==> src/rtl/gf180mcu_osu_sc_ro_meter_pkg.sv <==
// Shared FSM encoding and default sizing for the gp12t3v3 ring-oscillator meter.
package gf180mcu_osu_sc_ro_meter_pkg;

  typedef enum logic [1:0] {
    ST_IDLE    = 2'd0,
    ST_SETTLE  = 2'd1,
    ST_MEASURE = 2'd2,
    ST_DONE    = 2'd3
  } ro_state_e;

  localparam int RO_METER_CW     = 16;
  localparam int RO_METER_WINDOW = 1024;
  localparam int RO_METER_SETTLE = 16;

endpackage

==> src/rtl/gf180mcu_osu_sc_gp12t3v3__ro_sync.sv <==
// Brings the free-running ring output into the CLK domain and flags its rising edges.
module gf180mcu_osu_sc_gp12t3v3__ro_sync (
  input  logic CLK,
  input  logic RN,
  input  logic ro,
  output logic ro_edge
);

  logic s1_r;
  logic s2_r;
  logic s3_r;

  // two-flop synchroniser plus one history flop for edge detection
  always_ff @(posedge CLK or negedge RN) begin
    if (!RN) begin
      s1_r <= 1'b0;
      s2_r <= 1'b0;
      s3_r <= 1'b0;
    end else begin
      s1_r <= ro;
      s2_r <= s1_r;
      s3_r <= s2_r;
    end
  end

  assign ro_edge = s2_r & ~s3_r;

endmodule

==> src/rtl/gf180mcu_osu_sc_gp12t3v3__ro_meter.sv <==
// Ring-oscillator frequency meter: enables the ring, settles, counts edges over a CLK window.
// Define GF180MCU_OSU_SC_RO_METER_CONT_EN for back-to-back windows while START is held.
module gf180mcu_osu_sc_gp12t3v3__ro_meter
  import gf180mcu_osu_sc_ro_meter_pkg::*;
#(
  parameter int CW     = RO_METER_CW,
  parameter int WINDOW = RO_METER_WINDOW,
  parameter int SETTLE = RO_METER_SETTLE
) (
  input  logic          CLK,
  input  logic          RN,
  input  logic          START,
  input  logic          ABORT,
  input  logic          RO,
  output logic          RO_EN,
  output logic          BUSY,
  output logic          DONE,
  output logic [CW-1:0] COUNT,
  output logic          OVF
);

  localparam int SW = $clog2(SETTLE + 1);
  localparam int WW = $clog2(WINDOW + 1);
  localparam logic [SW-1:0] SETTLE_LAST = SW'(SETTLE - 1);
  localparam logic [WW-1:0] WINDOW_LAST = WW'(WINDOW - 1);

  ro_state_e     state_r;
  ro_state_e     state_nxt_s;
  logic [SW-1:0] settle_cnt_r;
  logic [WW-1:0] win_cnt_r;
  logic [CW-1:0] edge_cnt_r;
  logic [CW-1:0] edge_cnt_nxt_s;
  logic          ovf_r;
  logic          ovf_nxt_s;
  logic          ro_edge_s;

  gf180mcu_osu_sc_gp12t3v3__ro_sync u_sync (
    .CLK     (CLK),
    .RN      (RN),
    .ro      (RO),
    .ro_edge (ro_edge_s)
  );

  // next-state logic; ABORT always wins over START
  always_comb begin
    state_nxt_s = state_r;
    case (state_r)
      ST_IDLE: begin
        if (START && !ABORT) state_nxt_s = ST_SETTLE;
        else                 state_nxt_s = ST_IDLE;
      end
      ST_SETTLE: begin
        if (ABORT)                             state_nxt_s = ST_IDLE;
        else if (settle_cnt_r == SETTLE_LAST)  state_nxt_s = ST_MEASURE;
        else                                   state_nxt_s = ST_SETTLE;
      end
      ST_MEASURE: begin
        if (ABORT)                          state_nxt_s = ST_IDLE;
        else if (win_cnt_r == WINDOW_LAST)  state_nxt_s = ST_DONE;
        else                                state_nxt_s = ST_MEASURE;
      end
      ST_DONE: begin
`ifdef GF180MCU_OSU_SC_RO_METER_CONT_EN
        if (START && !ABORT) state_nxt_s = ST_SETTLE;
        else                 state_nxt_s = ST_IDLE;
`else
        state_nxt_s = ST_IDLE;
`endif
      end
      default: state_nxt_s = ST_IDLE;
    endcase
  end

  // state register
  always_ff @(posedge CLK or negedge RN) begin
    if (!RN) state_r <= ST_IDLE;
    else     state_r <= state_nxt_s;
  end

  // settle and window counters run only while their state is active
  always_ff @(posedge CLK or negedge RN) begin
    if (!RN) begin
      settle_cnt_r <= '0;
      win_cnt_r    <= '0;
    end else begin
      if (state_r == ST_SETTLE) settle_cnt_r <= settle_cnt_r + SW'(1);
      else                      settle_cnt_r <= '0;
      if (state_r == ST_MEASURE) win_cnt_r <= win_cnt_r + WW'(1);
      else                       win_cnt_r <= '0;
    end
  end

  // saturating edge count; cleared as MEASURE is entered
  always_comb begin
    edge_cnt_nxt_s = edge_cnt_r;
    ovf_nxt_s      = ovf_r;
    if (state_r == ST_SETTLE && state_nxt_s == ST_MEASURE) begin
      edge_cnt_nxt_s = '0;
      ovf_nxt_s      = 1'b0;
    end else if (state_r == ST_MEASURE && ro_edge_s) begin
      if (edge_cnt_r == {CW{1'b1}}) ovf_nxt_s      = 1'b1;
      else                          edge_cnt_nxt_s = edge_cnt_r + CW'(1);
    end else begin
      edge_cnt_nxt_s = edge_cnt_r;
      ovf_nxt_s      = ovf_r;
    end
  end

  // edge counter register
  always_ff @(posedge CLK or negedge RN) begin
    if (!RN) begin
      edge_cnt_r <= '0;
      ovf_r      <= 1'b0;
    end else begin
      edge_cnt_r <= edge_cnt_nxt_s;
      ovf_r      <= ovf_nxt_s;
    end
  end

  // outputs registered from the next state so they align with the state itself
  always_ff @(posedge CLK or negedge RN) begin
    if (!RN) begin
      RO_EN <= 1'b0;
      BUSY  <= 1'b0;
      DONE  <= 1'b0;
      COUNT <= '0;
      OVF   <= 1'b0;
    end else begin
      RO_EN <= (state_nxt_s == ST_SETTLE) || (state_nxt_s == ST_MEASURE);
      BUSY  <= (state_nxt_s != ST_IDLE);
      DONE  <= (state_nxt_s == ST_DONE);
      if (state_nxt_s == ST_DONE) begin
        COUNT <= edge_cnt_nxt_s;
        OVF   <= ovf_nxt_s;
      end
    end
  end

endmodule

==> config.mk <==
export PLATFORM = sky130hd
export DESIGN_NAME = gf180mcu_osu_sc_gp12t3v3__ro_meter
export DESIGN_NICKNAME = d
export VERILOG_FILES = /design/src/rtl/gf180mcu_osu_sc_ro_meter_pkg.sv /design/src/rtl/gf180mcu_osu_sc_gp12t3v3__ro_sync.sv /design/src/rtl/gf180mcu_osu_sc_gp12t3v3__ro_meter.sv
export SDC_FILE = /design/constraint.sdc
export NUM_CORES = 1
export LEC_CHECK = 0
export BUFFER_PORTS_ARGS = -buffer_cell sky130_fd_sc_hd__buf_2
export CORE_AREA = 2 2 81 63
export DETAILED_ROUTE_END_ITERATION = 12
export DIE_AREA = 0 0 83 65
export PLACE_DENSITY_LB_ADDON = 0.25
export SETUP_SLACK_MARGIN = 0.4
export SLEW_MARGIN = 20
export SYNTH_ARGS = -nofsm -noshare
export SYNTH_HDL_FRONTEND = slang
export SYNTH_SLANG_ARGS = --single-unit
==> constraint.sdc <==
create_clock -name CLK -period 2.5 [get_ports CLK]
set_input_delay 0.125 -clock CLK [delete_from_list [all_inputs] [get_ports CLK]]
set_output_delay 0.125 -clock CLK [all_outputs]
set_load 0.02 [all_outputs]
==> impl_metrics.env <==
export IMPL_syn_avg_cell_area_um2=11.0
export IMPL_max_freq_mhz=474
export IMPL_numCtsBuffers=9
export IMPL_setup_ws_ns=0.391
export IMPL_cts_root_buf="clkbuf_8"
export IMPL_synthCells=235
export IMPL_outcome="finished clean"
export IMPL_start_util_pct=55.0
export IMPL_worst_path_max_fanout=3
export IMPL_grt_pass1_vias=1745
export IMPL_grt_total_usage_pct=20.0
export IMPL_placeableCoreArea_mm2=0.00471
export IMPL_arrival_ns=2.33
export IMPL_ir_worst_vdd_mv=0.477
export IMPL_clk_pin_slew_ns=0.07
export IMPL_die_x_um=83
export IMPL_routedWlPerCell_um=15.6
export IMPL_port_buffers=24
export IMPL_holdPathStages=2
export IMPL_cts_sinks=58
export IMPL_firstDrtPassIters=4
export IMPL_die_y_um=65
export IMPL_critPathLaunchType="flip-flop"
export IMPL_ant_nets=0
export IMPL_insertion_delay_ns=0.34
export IMPL_synth_edff_count=0
export IMPL_initialDrtViolationCount=89
export IMPL_drc=0
export IMPL_cellPowerDensity_mw_per_mm2=604
export IMPL_area_growth_pct=25.9
export IMPL_drv_cap=0
export IMPL_globalplace_congestion=0.782
export IMPL_synthArstFlopShare_pct=100
export IMPL_yosys_warnings=0
export IMPL_n_antenna_cell=0
export IMPL_fillers=345
export IMPL_multi_input_area_mm2=0.00125
export IMPL_regArea_mm2=0.00145
export IMPL_io_pins=25
export IMPL_hold_end="state_r[0]$_DFF_PN0_"
export IMPL_slew_violations=0
export IMPL_grt_pass1_wl_um=8160
export IMPL_ys_seq_elements=58
export IMPL_p_leak_nw=1.44
export IMPL_clock_path_buffers=2
export IMPL_ys_flop_type="dfrtp_1"
export IMPL_hold_viol=0
export IMPL_seq_area_frac_synth_pct=56.0
export IMPL_rsz0062_at_grt="yes"
export IMPL_end_kind="flip-flop"
export IMPL_dieArea_mm2=0.00540
export IMPL_worstMarginPinSlew_ns=0.709
export IMPL_cts_htree_levels=3
export IMPL_cts_tree="built"
export IMPL_slew_headroom_pct=52.7
export IMPL_fin_crit_sh_pct=84.3
export IMPL_totalWireLength_um=5320
export IMPL_num_rows=22
export IMPL_grt_max_degree=59
export IMPL_synth_cell_types=42
export IMPL_min_from="ABORT"
export IMPL_synthesis_nets=247
export IMPL_dp_hpwl_um=3060
export IMPL_drive_gt1_share_pct=32.3
export IMPL_viasPerCell=5.35
export IMPL_rr_worst_depth=11
export IMPL_pre_cts_slack_ns=0.00356
export IMPL_reg2reg_setup_slack_ns=0.39
export IMPL_overflow=0
export IMPL_fin_tns_setup_ns=0
export IMPL_synth_area_mm2=0.00259
export IMPL_critPathRequiredTime_ns=2.72
export IMPL_worstReg2RegStart="settle_cnt_r[0]$_DFF_PN0_"
export IMPL_vias=1831
export IMPL_crit_type="flip-flop to flip-flop"
export IMPL_hold_path_class="primary input to flip-flop"
export IMPL_period_needed_ns=2.11
export IMPL_setup_violations=0
export IMPL_fin_skew_ns=0.0102
export IMPL_grt_antenna_before_repair=0
export IMPL_nNetsFinal=289
export IMPL_r2r_end="COUNT[3]$_DFFE_PN0P_"
[power by group]
group / switching [mW] / internal (mW) / leakage, nW
clock: 0.349 / 0.382 / 0.0872
combinational: 0.138 / 0.0886 / 0.687
sequential: 0.0327 / 0.980 / 0.662
total: 0.520 / 1.45 / 1.44
[worst max-delay path, stage by stage (launching register included)]
cell and delay [ns]:
dfrtp_1 0.35, ha_2 0.19, and3_4 0.19, ha_4 0.13, nand2_2 0.05, o21ai_2 0.09, o32ai_4 0.11, nand2b_1 0.14
ha_2 0.23, and2_4 0.20, nor3_4 0.04, mux2_4 0.27
[routing by layer]
layer	part of all wire, %	up-vias	track usage, %
li1	-	885	-
met1	50	904	27.2
met2	45	33	28.7
met3	4.0	9	8.41
met4	1.4	0	7.38
met5	0	-	0
[metrics by stage]
stage / hold WS (ns) / cells / power [mW] / instance area (um^2) / utilization, %
after floorplan: -0.171 / 235 / 1.16 / 2600 / -
after global placement: 0.232 / 316 / 1.22 / 2780 / 59.1
after detailed placement: 0.234 / 316 / 1.22 / 2780 / 59.1
after CTS: 0.000606 / 336 / 1.96 / 3020 / 64.1
after global routing: 0.0257 / 342 / 2.06 / 3260 / 69.3
final: 0.0365 / 342 / 1.97 / 3260 / 69.3
[synthesized netlist by cell type (2+ instances only)]
master / number / area [um^2]
and3_1: 5 / 31.3
mux2_2: 3 / 33.8
or3_1: 2 / 12.5
nand2b_1: 4 / 25.0
o22ai_1: 14 / 87.6
nand4_1: 4 / 25.0
nor2_1: 34 / 128
dfrtp_1: 58 / 1450
o211ai_1: 2 / 15.0
xnor2_1: 6 / 52.6
a21oi_1: 2 / 10.0
nor3_2: 3 / 30.0
nor3_1: 3 / 15.0
buf_4: 2 / 15.0
nand2_1: 6 / 22.5
and2_1: 3 / 18.8
nor2b_1: 2 / 12.5
xor2_1: 14 / 123
and3_2: 2 / 15.0
o21ai_0: 3 / 15.0
mux2i_1: 3 / 30.0
ha_1: 7 / 87.6
nand4_4: 2 / 42.5
inv_1: 20 / 75.1
buf_2: 2 / 10.0
nand3_1: 13 / 65.1
[area by class of cell]
type | count | share of cell area (%)
clock buffers | 13 | 4.56
inverters | 20 | 2.30
multi-input cells | 150 | 38.5
flip-flops and latches | 58 | 44.5
well taps | 60 | 2.30
repair buffers | 38 | 7.40
clock inverters | 3 | 0.460
[sequential cells by signal, indices dropped and copies added (netlist names)]
name	flops
BUSY	1
COUNT	16
DONE	1
OVF	1
RO_EN	1
edge_cnt_r	16
ovf_r	1
settle_cnt_r	5
state_r	2
u_sync.s1_r	1
u_sync.s2_r	1
u_sync.s3_r	1
win_cnt_r	11
[cell families (layout without fill, tap and decap cells)]
| family | after synthesis | after routing | share of synthesized area, % |
|---|---|---|---|
| AND/OR/NAND/NOR | 90 | 91 | 20.2 |
| flip-flops | 58 | 58 | 56.0 |
| buffers and inverters | 28 | 74 | 4.69 |
| AO/OA/AOI/OAI | 26 | 26 | 6.47 |
| XOR/XNOR | 20 | 20 | 6.76 |
| adder cells (fa/ha/maj) | 7 | 7 | 3.38 |
| multiplexers | 6 | 6 | 2.46 |
[worst max path at each step]
stage                                    from  slack (ns)  cells after the start                       end
detailed placement     win_cnt_r[3]$_DFF_PN0_       0.004                      8      COUNT[5]$_DFFE_PN0P_
global placement    settle_cnt_r[0]$_DFF_PN0_        0.15                     10      COUNT[8]$_DFFE_PN0P_
finish              settle_cnt_r[0]$_DFF_PN0_        0.39                     11      COUNT[3]$_DFFE_PN0P_
CTS                 settle_cnt_r[0]$_DFF_PN0_        0.41                     11  edge_cnt_r[12]$_DFF_PN0_
global route             state_r[0]$_DFF_PN0_        0.28                      5     COUNT[14]$_DFFE_PN0P_
floorplan           settle_cnt_r[0]$_DFF_PN0_        0.41                     12      COUNT[3]$_DFFE_PN0P_
[placed cells by master, fill, tap and decap left out, types with 4 or more instances in the layout]
| cell type | n |
|---|---|
| nand4_1 | 4 |
| nor2_1 | 31 |
| nand2b_1 | 4 |
| inv_1 | 20 |
| dfrtp_1 | 58 |
| and3_4 | 4 |
| xor2_1 | 14 |
| o22ai_2 | 5 |
| buf_4 | 9 |
| buf_2 | 24 |
| o22ai_1 | 9 |
| clkbuf_8 | 10 |
| nand3_1 | 12 |
| xnor2_1 | 6 |
[what timing repair did]
action	CTS	global route
cloned	0	1
endpoints found under the hold margin	59	0
buffers inserted	2	5
pin swaps	2	4
hold buffers	2	0
resized for setup	7	41
endpoints found under the setup margin	31	33
Note: power is estimated with default switching activity, not from simulation.
